## config.mk

```make
export PLATFORM = sky130hd
export DESIGN_NAME = multicycle_sequencer
export DESIGN_NICKNAME = d
export VERILOG_FILES = /design/src/rtl/multicycle_sequencer.sv
export SDC_FILE = /design/constraint.sdc
export NUM_CORES = 1
export LEC_CHECK = 0
export CORE_ASPECT_RATIO = 1.75
export CORE_UTILIZATION = 67
export CTS_CLUSTER_SIZE = 40
export DETAILED_ROUTE_END_ITERATION = 10
export DONT_BUFFER_PORTS = 1
export GPL_TIMING_DRIVEN = 0
export PLACE_DENSITY = 0.92
export SETUP_SLACK_MARGIN = 0.2
export SLEW_MARGIN = 15
export SYNTH_ARGS = -nofsm -noshare
export SYNTH_HDL_FRONTEND = slang
export SYNTH_SLANG_ARGS = --single-unit
```

## constraint.sdc

```tcl
create_clock -name clk -period 4.4 [get_ports clk]
set_input_delay 1.1 -clock clk [delete_from_list [all_inputs] [get_ports clk]]
set_output_delay 1.1 -clock clk [all_outputs]
set_load 0.005 [all_outputs]
```

## src/rtl/multicycle_sequencer.sv

```systemverilog
// multicycle_sequencer
//
// Multi-cycle control sequencer for the 4-bit-opcode CPU. Each instruction
// walks FETCH -> DECODE -> EXECUTE -> (MEMORY) -> (WRITEBACK). The sequencer
// drives the IR load, PC update, data-memory and register-file strobes.
//
// Optional feature: define SEQ_MEM_TIMEOUT_EN to build a data-memory wait
// watchdog. After TIMEOUT_CYCLES consecutive waiting cycles in MEMORY, the
// sequencer halts and raises `fault`. Without the macro, MEMORY waits forever
// and `fault` is tied low.

module multicycle_sequencer #(
    parameter int unsigned TIMEOUT_CYCLES = 16,
    parameter int unsigned CNT_W          = 16
) (
    input  logic             clk,
    input  logic             rst,
    input  logic [3:0]       opcode,
    input  logic             zero,
    input  logic             imem_ready,
    input  logic             dmem_ready,
    output logic             imem_req,
    output logic             ir_load,
    output logic             dmem_req,
    output logic             dmem_we,
    output logic             reg_we,
    output logic             wb_sel,
    output logic             pc_en,
    output logic [1:0]       pc_src,
    output logic             retire,
    output logic [CNT_W-1:0] instr_count,
    output logic             halted,
    output logic             fault,
    output logic [2:0]       state
);

    // ------------------------------------------------------------------
    // Encodings
    // ------------------------------------------------------------------
    typedef enum logic [2:0] {
        S_FETCH     = 3'd0,
        S_DECODE    = 3'd1,
        S_EXECUTE   = 3'd2,
        S_MEMORY    = 3'd3,
        S_WRITEBACK = 3'd4,
        S_HALTED    = 3'd5
    } state_t;

    // Execution class of an opcode. Loads and stores share the MEMORY
    // category but are split here because they leave MEMORY differently.
    typedef enum logic [2:0] {
        K_ALU,
        K_LOAD,
        K_STORE,
        K_BEQ,
        K_JAL,
        K_HALT,
        K_NOP
    } kind_t;

    localparam logic [3:0] OP_ADD   = 4'b0000;
    localparam logic [3:0] OP_SUB   = 4'b0001;
    localparam logic [3:0] OP_ADDI  = 4'b0010;
    localparam logic [3:0] OP_LOAD  = 4'b0011;
    localparam logic [3:0] OP_STORE = 4'b0100;
    localparam logic [3:0] OP_BEQ   = 4'b0101;
    localparam logic [3:0] OP_HALT  = 4'b0110;
    localparam logic [3:0] OP_JAL   = 4'b0111;

    localparam logic [1:0] PC_INC    = 2'b00;
    localparam logic [1:0] PC_BRANCH = 2'b01;
    localparam logic [1:0] PC_JUMP   = 2'b10;

    // Reject configurations that cannot work at elaboration time.
    if (TIMEOUT_CYCLES < 1) begin : g_bad_timeout
        $error("multicycle_sequencer: TIMEOUT_CYCLES must be at least 1");
    end
    if (CNT_W < 1) begin : g_bad_cnt_w
        $error("multicycle_sequencer: CNT_W must be at least 1");
    end

    // Map an opcode onto its execution class. Opcode 1000 (NOP) and every
    // unassigned opcode fall into the NOP class.
    function automatic kind_t classify(input logic [3:0] op);
        case (op)
            OP_ADD, OP_SUB, OP_ADDI: classify = K_ALU;
            OP_LOAD:                 classify = K_LOAD;
            OP_STORE:                classify = K_STORE;
            OP_BEQ:                  classify = K_BEQ;
            OP_JAL:                  classify = K_JAL;
            OP_HALT:                 classify = K_HALT;
            default:                 classify = K_NOP;
        endcase
    endfunction

    // ------------------------------------------------------------------
    // State
    // ------------------------------------------------------------------
    state_t           state_q;
    state_t           state_d;
    logic [3:0]       op_q;
    kind_t            kind;
    logic [CNT_W-1:0] count_q;
    logic             mem_timeout;

    assign kind = classify(op_q);

    // State register. Reset returns the sequencer to FETCH.
    always_ff @(posedge clk) begin
        // NOTE: registered state uses non-blocking (<=) so every flop samples
        // the values from before the edge, independent of statement order.
        if (rst) begin
            state_q <= S_FETCH;
        end else begin
            state_q <= state_d;
        end
    end

    // Opcode register: captured once per instruction, in DECODE.
    always_ff @(posedge clk) begin
        if (rst) begin
            op_q <= '0;
        end else if (state_q == S_DECODE) begin
            op_q <= opcode;
        end
    end

    // Retired-instruction counter. It wraps naturally modulo 2^CNT_W.
    always_ff @(posedge clk) begin
        if (rst) begin
            count_q <= '0;
        end else if (retire) begin
            count_q <= count_q + CNT_W'(1);
        end
    end

    assign instr_count = count_q;

    // ------------------------------------------------------------------
    // Optional data-memory watchdog
    // ------------------------------------------------------------------
`ifdef SEQ_MEM_TIMEOUT_EN
    // The counter only needs to reach TIMEOUT_CYCLES-1. On the waiting cycle
    // that sees that value, the sequencer leaves MEMORY.
    localparam int unsigned WAIT_W =
        (TIMEOUT_CYCLES > 1) ? $clog2(TIMEOUT_CYCLES) : 1;

    logic [WAIT_W-1:0] wait_cnt;
    logic              fault_q;

    assign mem_timeout = (state_q == S_MEMORY) && !dmem_ready &&
                         (wait_cnt == WAIT_W'(TIMEOUT_CYCLES - 1));

    // Wait counter. It is held at zero outside MEMORY, so every MEMORY
    // entry starts from zero, and it counts the cycles that dmem_ready stays low.
    always_ff @(posedge clk) begin
        if (rst) begin
            wait_cnt <= '0;
        end else if (state_q != S_MEMORY) begin
            wait_cnt <= '0;
        end else if (!dmem_ready) begin
            wait_cnt <= wait_cnt + WAIT_W'(1);
        end
    end

    // Sticky fault flag. Only reset clears it.
    always_ff @(posedge clk) begin
        if (rst) begin
            fault_q <= 1'b0;
        end else if (mem_timeout) begin
            fault_q <= 1'b1;
        end
    end

    assign fault = fault_q;
`else
    assign mem_timeout = 1'b0;
    assign fault       = 1'b0;
`endif

    // ------------------------------------------------------------------
    // Next-state and strobe decode
    // ------------------------------------------------------------------
    // Next-state and strobe decode from the current state and op_q.
    // The handshake and zero inputs qualify the decode only where the
    // instruction flow requires them.
    always_comb begin
        // NOTE: every output of this block gets a default before the case, so
        // no path can leave one unassigned and infer a latch.
        state_d  = state_q;
        imem_req = 1'b0;
        ir_load  = 1'b0;
        dmem_req = 1'b0;
        dmem_we  = 1'b0;
        reg_we   = 1'b0;
        wb_sel   = 1'b0;
        pc_en    = 1'b0;
        pc_src   = PC_INC;
        retire   = 1'b0;

        case (state_q)
            S_FETCH: begin
                imem_req = 1'b1;
                if (imem_ready) begin
                    ir_load = 1'b1;
                    state_d = S_DECODE;
                end
            end

            S_DECODE: begin
                state_d = S_EXECUTE;
            end

            S_EXECUTE: begin
                case (kind)
                    K_ALU: begin
                        state_d = S_WRITEBACK;
                    end
                    K_LOAD, K_STORE: begin
                        state_d = S_MEMORY;
                    end
                    K_BEQ: begin
                        pc_en   = 1'b1;
                        pc_src  = zero ? PC_BRANCH : PC_INC;
                        retire  = 1'b1;
                        state_d = S_FETCH;
                    end
                    K_JAL: begin
                        // The link value (PC+1) uses the memory/link
                        // writeback path.
                        reg_we  = 1'b1;
                        wb_sel  = 1'b1;
                        pc_en   = 1'b1;
                        pc_src  = PC_JUMP;
                        retire  = 1'b1;
                        state_d = S_FETCH;
                    end
                    K_HALT: begin
                        retire  = 1'b1;
                        state_d = S_HALTED;
                    end
                    default: begin
                        pc_en   = 1'b1;
                        retire  = 1'b1;
                        state_d = S_FETCH;
                    end
                endcase
            end

            S_MEMORY: begin
                dmem_req = 1'b1;
                dmem_we  = (kind == K_STORE);
                if (dmem_ready) begin
                    if (kind == K_STORE) begin
                        pc_en   = 1'b1;
                        retire  = 1'b1;
                        state_d = S_FETCH;
                    end else begin
                        state_d = S_WRITEBACK;
                    end
                end else if (mem_timeout) begin
                    // An abandoned access never retires and never moves the PC.
                    state_d = S_HALTED;
                end
            end

            S_WRITEBACK: begin
                reg_we  = 1'b1;
                wb_sel  = (kind == K_LOAD);
                pc_en   = 1'b1;
                retire  = 1'b1;
                state_d = S_FETCH;
            end

            S_HALTED: begin
                state_d = S_HALTED;
            end

            default: begin
                // Unused encodings recover to FETCH.
                state_d = S_FETCH;
            end
        endcase
    end

    assign halted = (state_q == S_HALTED);
    assign state  = state_q;

endmodule

```

Word-level counts from Yosys, hierarchy flattened
Memories as Yosys holds them, arrays and structs flattened. A register that Yosys moved wholly into a read port is not among the register bits.
Index checks and enable logic that the tools add are counted.
{"block": "op_classes", "n_addsub": 1, "multipliers": 0, "n_div": 0, "n_lt_le_gt_ge": 0, "n_eq_ne": 12, "shifts": 0, "mux": 25, "bitwise_logic": 0, "reduce_logical": 6}
{"operator": "2-to-1 mux 3 bit", "n": 6}
{"operator": "adder 16 x 1 -> 16 bit (second input constant)", "n": 1}
{"operator": "case mux 3 bit (5 select lines)", "n": 1}
{"operator": "equality test 3 x 2 -> 1 bit (second input constant)", "n": 4}
{"operator": "equality test 3 bit (second input constant)", "n": 4}
{"operator": "2-to-1 mux 1 bit", "n": 11}
{"operator": "case mux 3 bit (3 select lines)", "n": 1}
{"operator": "equality test 3 x 1 -> 1 bit (second input constant)", "n": 2}
{"operator": "logical NOT 3 bit", "n": 2}
{"operator": "case mux 1 bit (3 select lines)", "n": 2}
{"operator": "inequality test 2 bit (second input constant)", "n": 2}
{"operator": "case mux 1 bit (2 select lines)", "n": 2}
{"operator": "case mux 2 bit (2 select lines)", "n": 1}
{"operator": "OR reduction 4 bit", "n": 1}
{"operator": "OR reduction 3 bit", "n": 1}
{"operator": "2-to-1 mux 2 bit", "n": 1}
{"operator": "AND reduction 2 bit", "n": 1}
{"operator": "OR reduction 2 bit", "n": 1}
{"block": "word_totals", "ff_bits": 23, "latch_bits": 0, "ram_bits": 0, "mem_bits_ro": 24, "input_bits": 9, "out_inout_bits": 31, "word_cells": 48, "n_memories": 1}
{"name": "(no name shown)", "depth": 8, "width": 3, "read_ports": 1, "rd_clocked_by_memory_dff": 1, "wr": 0, "line_no": "85", "rtl": "case (op)"}

Logic depth before layout (Yosys ltp)
{"block": "logic_depth", "depth_word": 5, "ltp_mapped": 6, "mapped_depth_nobuf": 5}

Least setup slack after synthesis
Ideal clock, no wire load.
{"block": "synth_path", "kind": "input to output", "start": "input port dmem_ready", "end": "output port pc_en", "t_arrival_ps": 1652, "path_slack_ps": 1648, "path_stages": 3, "path_buffers": 1, "path_cell_list": "nand4_2 > clkbuf_1 > o21ai_0"}
{"block": "synth_between", "elab_chain_len": 2}
{"element": "start: declaration", "line_no": "21", "rtl": "input logic dmem_ready,"}
{"element": "2-to-1 mux 1 bit", "line_no": "253", "rtl": "if (dmem_ready) begin"}
{"element": "case mux 1 bit (3 select lines)", "line_no": "201", "rtl": "case (state_q)"}
{"element": "end: declaration", "line_no": "28", "rtl": "output logic pc_en,"}
No other way between the ends.

Worst setup path in the final report
{"block": "layout_path", "start": "register state_q[1] (netlist: state[1])", "end": "output port pc_en"}
{"block": "layout_between", "elab_chain_len": 2, "elab_cells_between_ends": 4, "classes_between": "eq/ne (3); mux (1)"}
{"element": "start: declaration", "line_no": "99", "rtl": "state_t state_q;"}
{"element": "start signal: assignment", "line_no": "115", "rtl": "state_q <= state_d;"}
{"element": "equality test 3 bit / equality test 3 x 2 -> 1 bit (equally long branches)", "line_no": "201"}
{"element": "case mux 1 bit (3 select lines) *", "line_no": "201"}
Mark *: on every way between the ends. The rest lies on a longest branch, timed or not.

==> results.py <==
metrics = {
    "cts": {
        "path_clk_slew_ns": 0.14,
        "clockBufferDepth": 2,
        "cts_sinks": 26,
        "cts_buffers": 3,
        "cts_setup_buffers": 0,
        "cts_root_buffer": "clkbuf_4",
        "cts-resized-gates": 0,
        "h-tree-depth": 1,
        "cts_hold_buf": 0,
        "worstSkewPairLatency_ns": 0.32,
        "cts_tree": "yes",
    },
    "die": {
        "boundaryPins": 40,
        "initial_utilization_pct": 72.61,
        "die_w_microns": 38.47,
        "die_area_sq_mm": 0.002531,
        "core_sq_mm": 0.002147,
        "rows": 22,
        "die_h_microns": 65.81,
    },
    "setup_path": {
        "path_buf_inv": 1,
        "worstPathRequired_ns": 3.30,
        "cp_slowest_cell": "dfxtp_1",
        "critPathTopFamily": "simple AND/OR/NAND/NOR gates",
        "arrival_ns": 1.91,
        "path_class": "register to output pin",
        "slowest_delay_ns": 0.52,
        "path_max_fanout": 10,
        "critPathLaunchType": "register",
        "critPathCaptureType": "output pin",
        "worstPathCellList": "nor4b_4, nand4_2, clkbuf_1, o21ai_0",
    },
    "place": {
        "gp_congestion": 0.8065,
        "dp_hpwl_microns": 2785,
        "io_buffers": 0,
    },
    "drt": {
        "via_count": 1394,
        "final_antenna_net_count": 0,
        "wire_per_inst_microns": 16.71,
        "drc": 0,
        "firstDrtPassIters": 4,
        "viasPerCell": 6.424,
        "drt-initial-drc-count": 42,
        "wirelength_microns": 3627,
    },
    "grt": {
        "first_global_vias": 1337,
        "grt_pass1_wl_microns": 5637,
        "track_usage_pct": 30.23,
        "grtUsageMet2_pct": 59.11,
        "use_met3_pct": 2.694,
        "busiest_layer": "met2",
        "antenna_found_initial": 0,
        "grt_max_degree": 16,
        "grt_use_met1_pct": 31.61,
        "grt-ovfl-total": 0,
    },
    "logic_synthesis": {
        "ys_async_sr_fraction_pct": 0,
        "yosys_warnings": 0,
        "synth_area_per_cell_sq_um": 8.249,
        "synthDominantCellAreaShare_pct": 33.39,
        "synth_nets": 200,
        "yosys.area.top_type": "dfxtp_1",
        "syn-instance-count": 189,
        "synthDistinctLibCells": 38,
        "ys_ff_latch": 26,
        "synth-main-ff-cell": "dfxtp_1",
        "synth-edff-count": 0,
        "seq_area_frac_synth_pct": 33.39,
        "syn_area_sq_mm": 0.001559,
        "synth.area.top_cells": "dfxtp_1 (33%), mux2_1 (10%), nor2b_1 (7.6%), nor2_1 (6.5%), a21oi_1 (4.5%)",
    },
    "flow_run": {
        "max-cap-violations": 0,
    },
    "final_layout": {
        "layout-drive-gt1-share_pct": 7.254,
        "nNetsFinal": 205,
        "n_antenna_cell": 0,
        "fin_util_pct": 76.46,
        "syn_to_final_growth_pct": 5.297,
        "fillers": 176,
    },
    "timing": {
        "fin_crit_sh_pct": 68.44,
        "maxSlewHeadroom_pct": 61.32,
        "setup_viol": 0,
        "tns_ns": 0,
        "fin_crit_ns": 3.011,
        "max_freq_mhz": 332.1,
        "fin_skew_ns": 0.001993,
        "tightest_slew_ns": 0.5763,
        "hold_violations": 0,
        "rsz0062_at_grt": "false",
        "slew_violations": 0,
    },
    "pwr": {
        "power_leakage_nw": 0.6524,
        "ir_worst_vdd_v": 0.0002452,
        "pwr_density_cell_mw_per_mm2": 280.2,
    },
    "worst_hold_path": {
        "hold_path.class": "register to register",
    },
    "run_status": {
        "status": "completed",
    },
}
through the flow:
stage          cells  worst slack, ns  power [W]  hold slack, ns  instance area, sq um
2_1_floorplan    189            1.648  0.0002880          0.4557                  1559
3_3_place_gp     213            1.463  0.0002956          0.4733                  1589
3_5_place_dp     213            1.455  0.0002994          0.4918                  1589
4_1_cts          217            1.423  0.0004609          0.5251                  1642
5_1_grt          217            1.268  0.0004759          0.5658                  1642
6_report         217            1.389  0.0004599          0.5173                  1642
Yosys cell counts, drive strengths merged, types with 2 or more instances:
| master | instances |
|---|---|
| o21ai | 8 |
| clkbuf | 7 |
| and4 | 5 |
| inv | 2 |
| nand3 | 6 |
| dfxtp | 26 |
| mux2i | 4 |
| nor2 | 27 |
| a211oi | 4 |
| and3 | 2 |
| and2 | 4 |
| ha | 2 |
| nor3b | 2 |
| mux2 | 15 |
| nand4 | 5 |
| a21oi | 14 |
| nand2 | 8 |
| nor3 | 6 |
| nand2b | 6 |
| nor2b | 19 |
| buf | 4 |
placed cells by master, fill, tap and decap left out, drive strengths merged, types with 2 or more instances in the layout:
cell / netlist / routed
nor2: 27 / 27
and3: 2 / 2
nor3: 6 / 6
nand2b: 6 / 6
buf: 4 / 4
nand2: 8 / 8
nor3b: 2 / 2
a21oi: 14 / 14
mux2: 15 / 15
clkbuf: 7 / 10
o21ai: 8 / 8
and2: 4 / 4
inv: 2 / 2
mux2i: 4 / 4
a211oi: 4 / 4
nand4: 5 / 5
ha: 2 / 2
dfxtp: 26 / 26
and4: 5 / 5
nor2b: 19 / 19
nand3: 6 / 6
cell type report:
class	instances	area, sq um	share of cell area, %
plain buffers	11	48.80	2.973
clock buffers	3	22.52	1.372
clock inverters	1	30.03	1.829
inverters	2	7.507	0.4573
multi-input cells	150	982.2	59.83
flip-flops and latches	26	520.5	31.71
well taps	24	30.03	1.829
worst reg2reg max path, cell delays in order (launching register included):
cell and delay [ns]:
dfxtp_1 0.38, buf_2 0.22, nor3b_2 0.44, mux2i_1 0.35, nor2_1 0.10, ha_1 0.30, mux2_1 0.29
worst paths after layout:
check                        startpoint                   end  slack, ns  depth (start not counted)
setup / recovery  state[1]$_SDFFE_PP0P_                 pc_en       1.39                          4
hold / removal     op_q[0]$_SDFFE_PP0P_  op_q[0]$_SDFFE_PP0P_       0.52                          2
setup reg to reg  state[0]$_SDFFE_PP0P_              register       2.22                          6
hold reg to reg    op_q[0]$_SDFFE_PP0P_  op_q[0]$_SDFFE_PP0P_       0.52                          2
logic make-up (layout without fill, tap and decap cells):
| logic type | after synthesis | count (layout) | share of synthesized area (%) |
|---|---|---|---|
| adders and majority gates | 2 | 2 | 1.605 |
| other | 1 | 1 | 0.2405 |
| xor gates and xnor gates | 1 | 1 | 0.5619 |
| AOI/OAI and AO/OA | 34 | 34 | 13.56 |
| muxes | 19 | 19 | 13.40 |
| buffers and inverters | 13 | 17 | 3.612 |
| DFF | 26 | 26 | 33.39 |
| and+or+nand+nor | 93 | 93 | 33.63 |
layer usage:
layer / up-vias / wire [microns]
met3: 6 / 159
met5: - / 0
met2: 46 / 2041
met1: 665 / 1392
li1: 677 / -
met4: 0 / 34
power by group:
group / switching [W] / leakage [nW] / internal (W) / total, W
sequential: 0.00000563 / 0.210 / 0.000240 / 0.000246
combinational: 0.0000307 / 0.414 / 0.0000187 / 0.0000495
clock: 0.0000725 / 0.0279 / 0.0000922 / 0.000165
total: 0.000109 / 0.652 / 0.000351 / 0.000460
(Power assumes the default switching activity.)
